**src/rtl/cpu_ctrl_pkg.sv**
```systemverilog
// Shared definitions for the single-bus control unit: opcodes, step states,
// the strobe bundle and the opcode classifier.
package cpu_ctrl_pkg;

    localparam int OP_W  = 5;
    localparam int CNT_W = 8;

    typedef logic [OP_W-1:0] opcode_t;

    localparam opcode_t OP_LD   = 5'b00000;
    localparam opcode_t OP_ST   = 5'b00010;
    localparam opcode_t OP_ADD  = 5'b00011;
    localparam opcode_t OP_SUB  = 5'b00100;
    localparam opcode_t OP_AND  = 5'b00101;
    localparam opcode_t OP_OR   = 5'b00110;
    localparam opcode_t OP_SHR  = 5'b00111;
    localparam opcode_t OP_SHL  = 5'b01000;
    localparam opcode_t OP_ROR  = 5'b01001;
    localparam opcode_t OP_ROL  = 5'b01010;
    localparam opcode_t OP_ADDI = 5'b01100;
    localparam opcode_t OP_MUL  = 5'b01111;
    localparam opcode_t OP_DIV  = 5'b10000;
    localparam opcode_t OP_MFHI = 5'b11000;
    localparam opcode_t OP_MFLO = 5'b11001;
    localparam opcode_t OP_NOP  = 5'b11010;
    localparam opcode_t OP_HALT = 5'b11011;

    // Steps T0..T7 encode as their step number so Tstep is the state itself.
    typedef enum logic [3:0] {
        ST_T0   = 4'd0,
        ST_T1   = 4'd1,
        ST_T2   = 4'd2,
        ST_T3   = 4'd3,
        ST_T4   = 4'd4,
        ST_T5   = 4'd5,
        ST_T6   = 4'd6,
        ST_T7   = 4'd7,
        ST_HALT = 4'd8
    } state_t;

    typedef enum logic [3:0] {
        CLS_ALU, CLS_ADDI, CLS_MULDIV, CLS_MFHI, CLS_MFLO,
        CLS_LD, CLS_ST, CLS_NOP, CLS_HALT, CLS_ILLEGAL
    } op_class_t;

    typedef struct packed {
        logic    pc_out;
        logic    zlow_out;
        logic    zhigh_out;
        logic    mdr_out;
        logic    hi_out;
        logic    lo_out;
        logic    c_out;
        logic    ba_out;
        logic    r_out;
        logic    mar_in;
        logic    pc_in;
        logic    mdr_in;
        logic    ir_in;
        logic    y_in;
        logic    z_in;
        logic    hi_in;
        logic    lo_in;
        logic    r_in;
        logic    gra;
        logic    grb;
        logic    grc;
        logic    inc_pc;
        logic    read;
        logic    write;
        opcode_t op;
    } strobes_t;

    // Groups opcodes by the execute sequence they share.
    function automatic op_class_t classify(input opcode_t opc);
        op_class_t c;
        case (opc)
            OP_ADD, OP_SUB, OP_AND, OP_OR,
            OP_SHR, OP_SHL, OP_ROR, OP_ROL: c = CLS_ALU;
            OP_ADDI:                        c = CLS_ADDI;
            OP_MUL, OP_DIV:                 c = CLS_MULDIV;
            OP_MFHI:                        c = CLS_MFHI;
            OP_MFLO:                        c = CLS_MFLO;
            OP_LD:                          c = CLS_LD;
            OP_ST:                          c = CLS_ST;
            OP_NOP:                         c = CLS_NOP;
            OP_HALT:                        c = CLS_HALT;
            default:                        c = CLS_ILLEGAL;
        endcase
        return c;
    endfunction

endpackage

```
**src/rtl/control_sequencer_step_decoder.sv**
```systemverilog
// Pure combinational map from (step, opcode) to the datapath strobe bundle.
module step_decoder
    import cpu_ctrl_pkg::*;
(
    input  state_t   state,
    input  opcode_t  opcode,
    output strobes_t strobes,
    output logic     illegal
);

    op_class_t cls;

    // Decode the strobes for the current step; everything defaults to idle.
    always_comb begin
        strobes = '0;
        illegal = 1'b0;
        cls     = classify(opcode);
        case (state)
            ST_T0: begin
                strobes.pc_out = 1'b1; strobes.mar_in = 1'b1;
                strobes.inc_pc = 1'b1; strobes.z_in   = 1'b1;
            end
            ST_T1: begin
                strobes.zlow_out = 1'b1; strobes.pc_in  = 1'b1;
                strobes.read     = 1'b1; strobes.mdr_in = 1'b1;
            end
            ST_T2: begin
                strobes.mdr_out = 1'b1; strobes.ir_in = 1'b1;
            end
            ST_T3: begin
                case (cls)
                    CLS_ALU, CLS_ADDI: begin
                        strobes.grb = 1'b1; strobes.r_out = 1'b1; strobes.y_in = 1'b1;
                    end
                    CLS_MULDIV: begin
                        strobes.gra = 1'b1; strobes.r_out = 1'b1; strobes.y_in = 1'b1;
                    end
                    CLS_MFHI: begin
                        strobes.gra = 1'b1; strobes.r_in = 1'b1; strobes.hi_out = 1'b1;
                    end
                    CLS_MFLO: begin
                        strobes.gra = 1'b1; strobes.r_in = 1'b1; strobes.lo_out = 1'b1;
                    end
                    CLS_LD, CLS_ST: begin
                        strobes.grb = 1'b1; strobes.ba_out = 1'b1; strobes.y_in = 1'b1;
                    end
                    CLS_ILLEGAL: illegal = 1'b1;
                    default: ;
                endcase
            end
            ST_T4: begin
                case (cls)
                    CLS_ALU: begin
                        strobes.grc = 1'b1; strobes.r_out = 1'b1;
                        strobes.z_in = 1'b1; strobes.op = opcode;
                    end
                    CLS_ADDI, CLS_LD, CLS_ST: begin
                        strobes.c_out = 1'b1; strobes.z_in = 1'b1; strobes.op = OP_ADD;
                    end
                    CLS_MULDIV: begin
                        strobes.grb = 1'b1; strobes.r_out = 1'b1;
                        strobes.z_in = 1'b1; strobes.op = opcode;
                    end
                    default: ;
                endcase
            end
            ST_T5: begin
                case (cls)
                    CLS_ALU, CLS_ADDI: begin
                        strobes.zlow_out = 1'b1; strobes.gra = 1'b1; strobes.r_in = 1'b1;
                    end
                    CLS_MULDIV: begin
                        strobes.zlow_out = 1'b1; strobes.lo_in = 1'b1;
                    end
                    CLS_LD, CLS_ST: begin
                        strobes.zlow_out = 1'b1; strobes.mar_in = 1'b1;
                    end
                    default: ;
                endcase
            end
            ST_T6: begin
                case (cls)
                    CLS_MULDIV: begin
                        strobes.zhigh_out = 1'b1; strobes.hi_in = 1'b1;
                    end
                    CLS_LD: begin
                        strobes.read = 1'b1; strobes.mdr_in = 1'b1;
                    end
                    CLS_ST: begin
                        strobes.gra = 1'b1; strobes.r_out = 1'b1; strobes.mdr_in = 1'b1;
                    end
                    default: ;
                endcase
            end
            ST_T7: begin
                case (cls)
                    CLS_LD: begin
                        strobes.mdr_out = 1'b1; strobes.gra = 1'b1; strobes.r_in = 1'b1;
                    end
                    CLS_ST: strobes.write = 1'b1;
                    default: ;
                endcase
            end
            default: ;
        endcase
    end

endmodule

```
**src/rtl/control_sequencer.sv**
```systemverilog
// Hardwired Moore control unit: fetch T0..T2, execute T3..T7 per opcode,
// memory-step stalls with timeout, and halt/run control.
// Tstep shows the state encoding, so it reads 8 while halted.
module control_sequencer
    import cpu_ctrl_pkg::*;
#(
    parameter int OPW          = OP_W,
    parameter int MEM_WAIT_MAX = 15
) (
    input  logic           Clock,
    input  logic           Reset_n,
    input  logic [31:0]    IR,
    input  logic           MemReady,
    input  logic           Stop,
    input  logic           Start,
    output logic           PCout, Zlowout, ZHighout, MDRout, HIout, LOout, Cout, BAout, Rout,
    output logic           MARin, PCin, MDRin, IRin, Yin, Zin, HIin, LOin, Rin,
    output logic           GRA, GRB, GRC,
    output logic           IncPC, Read, Write,
    output logic [OPW-1:0] operation,
    output logic           Run,
    output logic [3:0]     Tstep,
    output logic           IllegalOp,
    output logic           MemFault
);

    state_t           state, state_next;
    opcode_t          opcode_q, opcode_cur;
    op_class_t        cls;
    logic [CNT_W-1:0] wait_cnt;
    logic             mem_step, timeout, instr_end, mem_fault_q;
    strobes_t         strb_dec, strb;
    logic             illegal_dec;
    logic             unused_ir;

    // IR is freshly loaded during T3, so T3 decodes it directly; later steps use the latch.
    assign opcode_cur = (state == ST_T3) ? IR[31:27] : opcode_q;
    assign cls        = classify(opcode_cur);
    assign unused_ir  = ^IR[26:0];

    assign mem_step = (state == ST_T1)
                   || (state == ST_T6 && cls == CLS_LD)
                   || (state == ST_T7 && cls == CLS_ST);
    assign timeout  = mem_step && !MemReady && (wait_cnt == CNT_W'(MEM_WAIT_MAX - 1));

    // Next-state: step sequencing, memory stalls, instruction-end Stop sampling, timeout.
    always_comb begin
        state_next = state;
        instr_end  = 1'b0;
        case (state)
            ST_T0: state_next = ST_T1;
            ST_T1: if (MemReady) state_next = ST_T2;
            ST_T2: state_next = ST_T3;
            ST_T3: begin
                case (cls)
                    CLS_HALT: state_next = ST_HALT;
                    CLS_ALU, CLS_ADDI, CLS_MULDIV, CLS_LD, CLS_ST: state_next = ST_T4;
                    default: instr_end = 1'b1;
                endcase
            end
            ST_T4: state_next = ST_T5;
            ST_T5: begin
                if (cls == CLS_ALU || cls == CLS_ADDI) instr_end = 1'b1;
                else                                   state_next = ST_T6;
            end
            ST_T6: begin
                case (cls)
                    CLS_LD: if (MemReady) state_next = ST_T7;
                    CLS_ST: state_next = ST_T7;
                    default: instr_end = 1'b1;
                endcase
            end
            ST_T7: begin
                if (cls != CLS_ST || MemReady) instr_end = 1'b1;
            end
            ST_HALT: if (Start) state_next = ST_T0;
            default: state_next = ST_T0;
        endcase
        if (instr_end) state_next = Stop ? ST_HALT : ST_T0;
        if (timeout)   state_next = ST_HALT;
    end

    // State register.
    always_ff @(posedge Clock or negedge Reset_n) begin
        if (!Reset_n) state <= ST_T0;
        else          state <= state_next;
    end

    // Opcode latch, captured as T3 completes for use in T4..T7.
    always_ff @(posedge Clock or negedge Reset_n) begin
        if (!Reset_n)             opcode_q <= '0;
        else if (state == ST_T3)  opcode_q <= IR[31:27];
    end

    // Memory wait counter: cleared whenever the step changes, counts stalled cycles.
    always_ff @(posedge Clock or negedge Reset_n) begin
        if (!Reset_n)                    wait_cnt <= '0;
        else if (state_next != state)    wait_cnt <= '0;
        else if (mem_step && !MemReady)  wait_cnt <= wait_cnt + 1'b1;
    end

    // Sticky memory fault; cleared only by a Start that leaves HALT.
    always_ff @(posedge Clock or negedge Reset_n) begin
        if (!Reset_n)                         mem_fault_q <= 1'b0;
        else if (timeout)                     mem_fault_q <= 1'b1;
        else if (state == ST_HALT && Start)   mem_fault_q <= 1'b0;
    end

    step_decoder u_step_decoder (
        .state   (state),
        .opcode  (opcode_cur),
        .strobes (strb_dec),
        .illegal (illegal_dec)
    );

    // While reset is asserted nothing drives the datapath, whatever the state decodes to.
    assign strb = Reset_n ? strb_dec : '0;

    assign PCout     = strb.pc_out;
    assign Zlowout   = strb.zlow_out;
    assign ZHighout  = strb.zhigh_out;
    assign MDRout    = strb.mdr_out;
    assign HIout     = strb.hi_out;
    assign LOout     = strb.lo_out;
    assign Cout      = strb.c_out;
    assign BAout     = strb.ba_out;
    assign Rout      = strb.r_out;
    assign MARin     = strb.mar_in;
    assign PCin      = strb.pc_in;
    assign MDRin     = strb.mdr_in;
    assign IRin      = strb.ir_in;
    assign Yin       = strb.y_in;
    assign Zin       = strb.z_in;
    assign HIin      = strb.hi_in;
    assign LOin      = strb.lo_in;
    assign Rin       = strb.r_in;
    assign GRA       = strb.gra;
    assign GRB       = strb.grb;
    assign GRC       = strb.grc;
    assign IncPC     = strb.inc_pc;
    assign Read      = strb.read;
    assign Write     = strb.write;
    assign operation = OPW'(strb.op);
    assign IllegalOp = Reset_n & illegal_dec;
    assign Run       = (state != ST_HALT);
    assign Tstep     = state;
    assign MemFault  = mem_fault_q;

endmodule

```
**config.mk**
```make
export PLATFORM = sky130hd
export DESIGN_NAME = control_sequencer
export DESIGN_NICKNAME = d
export VERILOG_FILES = /design/src/rtl/cpu_ctrl_pkg.sv /design/src/rtl/control_sequencer_step_decoder.sv /design/src/rtl/control_sequencer.sv
export SDC_FILE = /design/constraint.sdc
export NUM_CORES = 1
export LEC_CHECK = 0
export ABC_AREA = 1
export BUFFER_PORTS_ARGS = -buffer_cell sky130_fd_sc_hd__clkbuf_2
export CAP_MARGIN = 10
export CORE_AREA = 3 3 76 78
export CTS_CLUSTER_DIAMETER = 80
export CTS_CLUSTER_SIZE = 30
export DETAILED_ROUTE_END_ITERATION = 16
export DIE_AREA = 0 0 79 81
export HOLD_SLACK_MARGIN = 0.1
export PLACE_DENSITY = 0.8
export SYNTH_ARGS = -nofsm -noshare
export SYNTH_HDL_FRONTEND = slang
export SYNTH_HIERARCHICAL = 1
export SYNTH_SLANG_ARGS = --single-unit
```
**constraint.sdc**
```tcl
create_clock -name Clock -period 3.7 [get_ports Clock]
set_clock_uncertainty 0.2 [all_clocks]
set_input_delay 0.555 -clock Clock [delete_from_list [all_inputs] [get_ports Clock]]
set_output_delay 0.555 -clock Clock [all_outputs]
set_load 0.02 [all_outputs]
```
Word level (Yosys, flattened, before mapping)
Memories as Yosys holds them, arrays and structs flattened. Index checks and enable logic that the tools add are counted.

Add/sub/neg operators: 1. Eq/ne operators: 24. Multiplexer cells: 62. Bitwise gates (word level): 1. Reductions and logical operators: 27.

Operators with widths (count): 4-bit by 3-bit equality test with 1-bit output (second input constant) (9); 4-bit one-hot mux with 9 select lines (1); 1-bit 2-to-1 mux (32); 29-bit 2-to-1 mux (1); 4-bit 2-to-1 mux (7); 4-bit by 2-bit equality test with 1-bit output (second input constant) (5); 8-bit 2-to-1 mux (2); 4-bit one-hot mux with 2 select lines (2); 1-bit one-hot mux with 2 select lines (7); 4-bit by 1-bit equality test with 1-bit output (second input constant) (3); 4-bit equality test (second input constant) (3); 4-bit logical NOT (3); 5-bit 2-to-1 mux (2); 5-bit one-hot mux with 2 select lines (1); 2-bit OR reduction (5); 5-bit OR reduction (2); 3-bit OR reduction (3); 8-bit by 1-bit adder with 8-bit output (second input constant) (1); 8-bit by 4-bit equality test with 1-bit output (second input constant) (1); 1-bit one-hot mux with 4 select lines (2); 2-bit 2-to-1 mux (3); 1-bit one-hot mux with 3 select lines (2); 6-bit OR reduction (1); 1-bit logical AND (5); other kinds (8) (12).

Register bits after elaboration: 18. Bits in read-only memories: 256. Input port bits: 37. Logic and storage cells: 121. Memories: 2.

Memories: (name not given) (words 32, width 4, rd ports 1, clocked after memory_dff 0, write ports 0, RTL line cpu_ctrl_pkg.sv:77) `case (opc)`; (name not given) (words 32, width 4, rd ports 1, clocked after memory_dff 0, write ports 0, RTL line cpu_ctrl_pkg.sv:77).

Logic depth before layout (Yosys ltp)
Gate-level depths: netlist of run 1. An unclocked memory read counts as a cell.

Depth after elaboration: 12. Depth in mapped cells: 23.

Hierarchy
The synthesis of run 1 kept the hierarchy.

Modules (own cells, without submodules): control_sequencer (instances 1, cells each 288, area an instance 1959.4 µm²); step_decoder (instances 1, cells each 141, area an instance 827.0 µm²).

Worst setup path after synthesis of run 1
No wires, ideal clock.

Path kind: register -> output. From: register state[1] (netlist: Tstep[1]). To: output ZHighout. Data arrival time: 2753 ps. Data required time: 2945 ps. Setup slack: 192 ps. Stages on the path, launching flop included: 19. Cell sequence: dfrtp_1 -> nand2_2 -> inv_4 -> nand2_8 -> nand2_1 -> o21ai_2 -> inv_1 -> inv_1 -> ha_1 -> nand2_1 -> o21ai_0 -> nand2_1 -> nand3_4 -> nor2_4 -> nand2_1 -> nor2_1 -> buf_4 -> nand2_1 -> inv_1.

RTL lines: start: declaration (RTL line control_sequencer.sv:27) `state_t state, state_next;`; start signal: assignment (RTL line control_sequencer.sv:86) `else state <= state_next;`; end: declaration (RTL line control_sequencer.sv:16) `output logic PCout, Zlowout, ZHighout, MDRout, HIout, LOout, Cout, BAout, Rout,`.

==> results by group, run 1 <==
Cells and area
  – Number of nets in the layout: roughly 550
  – Seq. cell area: roughly 450 um2
  – P&R area growth vs syn: 23.3%
  – Diodes inserted: 0
  – Final instance area: 3440 um2
  – Multi-input gate area: 2050 um2
  – Filler cells: 428
  – Layout cells sized above 1: 0.377
  – Core Util, Final: 0.669

Synth
  – Syn nets: 478
  – Synth async-reset ratio: 1.00
  – Largest area contributor in the synthesized netlist: dfrtp_1
  – Mapped Avg Cell Area: 6.50 um2
  – Post-synth top area share: 0.162
  – Post-synth EDFFs: 0
  – Post-synthesis sequential area ratio: 0.162
  – Ys Warns: 6
  – Dominant cells by area after synthesis: dfrtp_1 (16%), nand2_1 (14%), inv_1 (10%), nand3_1 (7.4%), nor2_4 (5.7%)
  – Commonest cells post-synth: nand2_1 (102), inv_1 (77), nand3_1 (41)
  – Number of synthesized register bits: 18
  – Post-synth top flop: dfrtp_1
  – Mapped cell area: 2790 um2
  – Most common cell in the synthesized netlist: nand2_1
  – Gate Count Post-Synth: ~430
  – Netlist cell types: 34

Setup path
  – WP data arrival: 2840 ps
  – Slowest-stage cell, CP: dfrtp_2
  – CP Capture Point: operation[1]
  – Reg2Reg Setup Slack: 350 ps
  – Worst setup path class: reg -> out
  – Worst setup SP type: flip-flop
  – R2r endpoint: wait_cnt[4]$_DFFE_PN0P_
  – CP Launch Point: Tstep[2]$_DFF_PN0_
  – Reg2reg path depth: 19
  – Worst-path cell chain: nor2_4 > nand2_8 > nand2_2 > nand2_2 > buf_6 > ha_1 > nor2_1 > nand2_1 > nand3_2 > nand3_4 > nor2_4 > nand2_4 > nand3_2 > nand2_2 > nand2_1 > nand2_1 > inv_1 > clkbuf_2
  – Critical path capture point type: primary output
  – Crit path required time: between 2000 and 3000 ps
  – RR Startpoint: Tstep[2]$_DFF_PN0_
  – Max incr delay on CP: 450 ps
  – Worst Path Max Fanout: 9

Clock network
  – Sink Count: 18
  – H-Tree Depth: 1
  – Root Driver: clkbuf_8
  – Clk slew on worst S/H paths: 80 ps
  – CTS tree: built
  – Clk buf depth: 2
  – Clk_lat worst skew: about 270 ps
  – CTS Buf Count: 3

Placement
  – Hpwl dp: 5050 um
  – IO buf count: 45
  – Placed Instance Area: 3130 um2
  – Final Wtd Congestion: 0.894

Floorplanning
  – Core box area: 5140 um2
  – Die X: between 70 and 80 um
  – Std-Cell Rows: 26
  – Die area: roughly 6400 um2
  – Initial Util: 0.542
  – # IOs: 73
  – Die Ht: 81 um

Global route
  – First-pass GRT wire length: approximately 11,000 um
  – Vias in the first global route: 2,653
  – Largest net degree at the start of global routing: 41
  – Initial antenna violation count: 0
  – Global route overflow: 0
  – Tot GR Track Use: 0.217

Detailed routing
  – WL final: between 7000 and 8000 um
  – Routed Antenna Nets: 0
  – Drt first-iter violations: 155
  – Vias per inst: 5.14
  – Drt first pass iters: 4
  – Routed wire length per instance: 12.4 um
  – DR DRC count: 0
  – Total vias in the final route: 2,935

Run
  – Max_cap viols: 0

Timing
  – Max Slew Vio Count: 0
  – Worst relative slew slack: 0.483
  – Worst slew pin tran: 776 ps
  – Final Hold Viols: 0
  – Fmax: 0.278 GHz
  – Final min period: ~3600 ps
  – Period utilization: 0.971
  – Final setup fails: 0
  – Fin Hold WS: about 150 ps

Power
  – Leak: 1.97 nW
  – PwrDens: 1020 nW/um2
  – Max VDD drop: 0.552 mV

Min path
  – Min-Delay Path Class: in -> async

Outcome
  – Outcome: finished clean
[cell type report]
class                           instances  share of cell area
Clock buffer                            4              0.0160
Inverter                               87              0.0979
Multi-Input combinational cell        320               0.596
Sequential cell                        18               0.132
Tap cell                               70              0.0255
Timing Repair Buffer                   72               0.133
[power by group]
group	internal, mW	total (mW)	switching (mW)
Combinational	1.03	3.06	2.03
Sequential	0.246	0.289	0.0428
Clock	0.0949	0.170	0.0755
[per-stage QoR]
stage          setup slack [ps]  setup TNS (ps)  power (mW)  instances
2_1_floorplan               192               0        2.49        429
3_3_place_gp                281               0        2.92        547
3_5_place_dp                228               0        2.98        547
4_1_cts                    8.37               0        3.21        554
5_1_grt                   -49.9            -310        3.84        571
6_report                    106               0        3.51        571
[critical path, delay by kind of cell (launching register included)]
family / cells / cell delay, ps
flops: 1 / 450
buf+inv: 3 / 400
fa+ha+maj: 1 / 210
simple gates: 14 / 1540
[layer usage]
metal | wire length [um] | vias to the layer above | GRT usage
li1 | - | 1483 | -
met1 | 3120 | 1349 | 0.276
met2 | 3530 | 86 | 0.406
met3 | 281 | 17 | 0.0122
met4 | 138 | 0 | 0.0447
met5 | 0 | - | 0
[layout by cell type (no fill, tap or decap), drive strengths merged]
cell type / n
and2: 1
dfrtp: 18
nand4: 10
nand3: 57
o211ai: 1
o21ai: 13
xnor2: 2
ha: 12
inv: 86
nor2: 48
nor3: 22
nand2: 139
buf: 34
xor2: 5
o21bai: 1
nor4: 1
a21oi: 6
nand3b: 2
clkbuf: 42
clkinv: 1
[flip-flops by register name, indices dropped and copies added (netlist names)]
| name | count |
|---|---|
| wait_cnt | 8 |
| opcode_q | 5 |
| Tstep | 4 |
| MemFault | 1 |
[repair_timing]
action / in CTS / in global routing
gates cloned: 1 / 1
hold buffers: 0 / 0
endpoints found under the setup margin: 17 / 25
resized for setup: 4 / 37
pin swaps: 4 / 12
setup buffers: 2 / 16
[cells by family after synthesis]
group / after synthesis / synth area share
flip-flops: 18 / 0.162
buffers and inverters: 93 / 0.133
AO/OA/AOI/OAI: 21 / 0.0516
AND/OR/NAND/NOR: 278 / 0.577
adder cells (fa/ha/maj): 12 / 0.0539
XOR/XNOR: 7 / 0.0220
[how the worst min path moves through the flow]
stage                    startpoint              endpoint  cells past startpoint
6_report                    Reset_n    Tstep[0]$_DFF_PN0_                      1
5_1_grt                     Reset_n    Tstep[0]$_DFF_PN0_                      1
4_1_cts                     Reset_n    Tstep[0]$_DFF_PN0_                      1
3_5_place_dp   MemFault$_DFFE_PN0P_  MemFault$_DFFE_PN0P_                      2
3_3_place_gp   MemFault$_DFFE_PN0P_  MemFault$_DFFE_PN0P_                      2
2_1_floorplan               Reset_n  MemFault$_DFFE_PN0P_                      0
No activity file was read; power rests on OpenSTA's default activity.
==> inputs of run 2 (changes only) <==
--- a/config.mk
+++ b/config.mk
@@ -8,11 +8,11 @@
 export ABC_AREA = 1
 export BUFFER_PORTS_ARGS = -buffer_cell sky130_fd_sc_hd__clkbuf_2
 export CAP_MARGIN = 10
-export CORE_AREA = 3 3 76 78
+export CORE_AREA = 3 3 80 74
 export CTS_CLUSTER_DIAMETER = 80
 export CTS_CLUSTER_SIZE = 30
 export DETAILED_ROUTE_END_ITERATION = 16
-export DIE_AREA = 0 0 79 81
+export DIE_AREA = 0 0 83 77
 export HOLD_SLACK_MARGIN = 0.1
 export PLACE_DENSITY = 0.8
 export SYNTH_ARGS = -nofsm -noshare
==> run 2 against run 1 <==
Clock power hardly changed. Flip-flop and latch count did not move. Power fell by 4.4%. Sequential power is essentially flat. Die area shrank 0.13%. Fmax increased by 1.3%. Largest power group unchanged. Highest routed layer unchanged.
==> results by group, run 2 (synthesized netlist as in run 1, its figures left out) <==
Cells and area
  – Commonest cells after routing, fill and taps aside: nand2_1 (101), inv_1 (72), clkbuf_2 (42), nand3_1 (39), nor2_1 (29)
  – Final instance area: 3340 um2
  – P&R area growth vs syn: 19.8%
  – Final cell count without fillers: 562
  – Biggest register: wait_cnt
  – Max FFs per register: 8
  – Commonest non-fill, non-tap cell in the layout: nand2_1
  – Number of nets in the layout: 545
  – Layout cells sized above 1: 0.358
  – Diodes inserted: 0

Timing
  – Period utilization: 0.959
  – Worst slew pin tran: 639 ps
  – Final setup fails: 0
  – Final Hold Viols: 0
  – Fmax: 0.282 GHz
  – Final WS setup: 150 ps
  – Final min period: about 3500 ps
  – Max Slew Vio Count: 0
  – Worst relative slew slack: 0.572

Detailed routing
  – Drt first pass iters: 5
  – Vias per inst: 5.12
  – Routed wire length per instance: ~12 um
  – WL final: around 6500 um
  – Routed Antenna Nets: 0
  – DR DRC count: 0
  – Total vias in the final route: 2,875
  – Drt first-iter violations: approximately 160

Clock network
  – CTS Buf Count: 3
  – Clk_lat worst skew: 270 ps
  – H-Tree Depth: 1
  – Cts hold-fix bufs: 0
  – Clk slew on worst S/H paths: 70 ps
  – CTS tree: built
  – Sink Count: 18
  – Root Driver: clkbuf_8
  – Clk buf depth: 2

Power
  – Max VDD drop: around 0.59 mV
  – Leak: 1.93 nW
  – Overall power: between 3 and 4 mW
  – PwrDens: just over 1000 nW/um2

Global route
  – First-pass GRT wire length: 11,000 um
  – Largest net degree at the start of global routing: 28
  – Global route overflow: 0
  – Tot GR Track Use: 0.200
  – Vias in the first global route: about 2,600
  – Initial antenna violation count: 0

Setup path
  – WP data arrival: between 2000 and 3000 ps
  – Worst setup path class: reg -> out
  – Max incr delay on CP: 470 ps
  – Crit path required time: 2940 ps
  – Worst setup SP type: flip-flop
  – Slowest-stage cell, CP: dfrtp_2
  – Worst Path Max Fanout: 7
  – Critical path capture point type: primary output
  – Worst-path cell chain: nor2_4 > nand2_8 > nand2_1 > o21ai_4 > inv_2 > inv_2 > ha_4 > nand2_1 > o21ai_0 > nand2_1 > nand3_4 > nor2_4 > nand2_4 > nand2_4 > nand2_4 > nand2_1 > nand2_1 > inv_1 > clkbuf_2
  – Most frequent CP cell: nand2_1

Floorplanning
  – Die X: a little over 80 um
  – Die area: 6390 um2
  – Die Ht: slightly below 80 um
  – Initial Util: 0.537
  – Core box area: 5190 um2
  – # IOs: 73
  – Std-Cell Rows: 25

Run
  – Max_cap viols: 0

Placement
  – Final Wtd Congestion: 0.904
  – Dpl ws: 87.5 ps
  – Hpwl dp: 4950 um
  – Placed Instances: ~540
  – Placed Instance Area: between 3000 and 4000 um2
  – IO buf count: 45

Outcome
  – Outcome: finished clean

Min path
  – Min-Delay Path Class: reg -> reg
run 2: metrics by stage:
stage,TNS (ps),hold slack [ps],util
CTS,0,327,0.615
global route,-152,357,0.643
global placement,0,300,0.602
floorplan,0,59.4,-
finish,0,320,0.643
detailed placement,0,304,0.602
run 2: layout make-up:
| class | count | area [um2] |
|---|---|---|
| Fill cell | 474 | 1850 |
| Inverter | 87 | 334 |
| Tap cell | 67 | 83.8 |
| Sequential cell | 18 | 453 |
| Clock buffer | 4 | 55.1 |
| Timing Repair Buffer | 67 | 405 |
| Multi-Input combinational cell | 319 | 2010 |
run 2: timing repair:
item / in CTS / in global routing
pin swaps: 2 / 9
cloned: 1 / 0
endpoints found under the setup margin: 24 / 24
buffers inserted: 1 / 12
resized for setup: 2 / 19
endpoints found under the hold margin: 0 / 0
run 2: path summary, 6_finish.rpt:
check                                     startpoint                      end  slack, ps  cells after the start
worst max register to register    Tstep[2]$_DFF_PN0_  wait_cnt[3]$_DFFE_PN0P_        380                     22
worst min register to register  MemFault$_DFFE_PN0P_     MemFault$_DFFE_PN0P_        320                      2
worst min-delay path            MemFault$_DFFE_PN0P_     MemFault$_DFFE_PN0P_        320                      2
min in group asynchronous                    Reset_n       Tstep[1]$_DFF_PN0_        440                      2
worst max-delay path              Tstep[2]$_DFF_PN0_                      Yin        150                     19
max in group asynchronous                    Reset_n       Tstep[3]$_DFF_PN0_       2600                      2
run 2: per-layer routing:
layer | up-vias | track usage | part of all wire
met4 | 0 | 0.0703 | 0.022
met3 | 17 | 0.0236 | 0.054
met5 | - | 0 | 0
met2 | 97 | 0.360 | 0.48
met1 | 1282 | 0.243 | 0.44
li1 | 1479 | - | -
run 2: worst max-delay path: cells and delay by family, from the launching register on:
kind | cells | cell delay, ps
compound gates | 2 | 150
buf+inv | 4 | 380
fa+ha+maj | 1 | 210
flops | 1 | 470
simple gates | 12 | 1330
run 2: power breakdown:
part	internal (mW)	leakage, nW	switching, mW
logic	0.971	1.67	1.93
clock network	0.0948	0.0288	0.0749
registers	0.246	0.234	0.0400
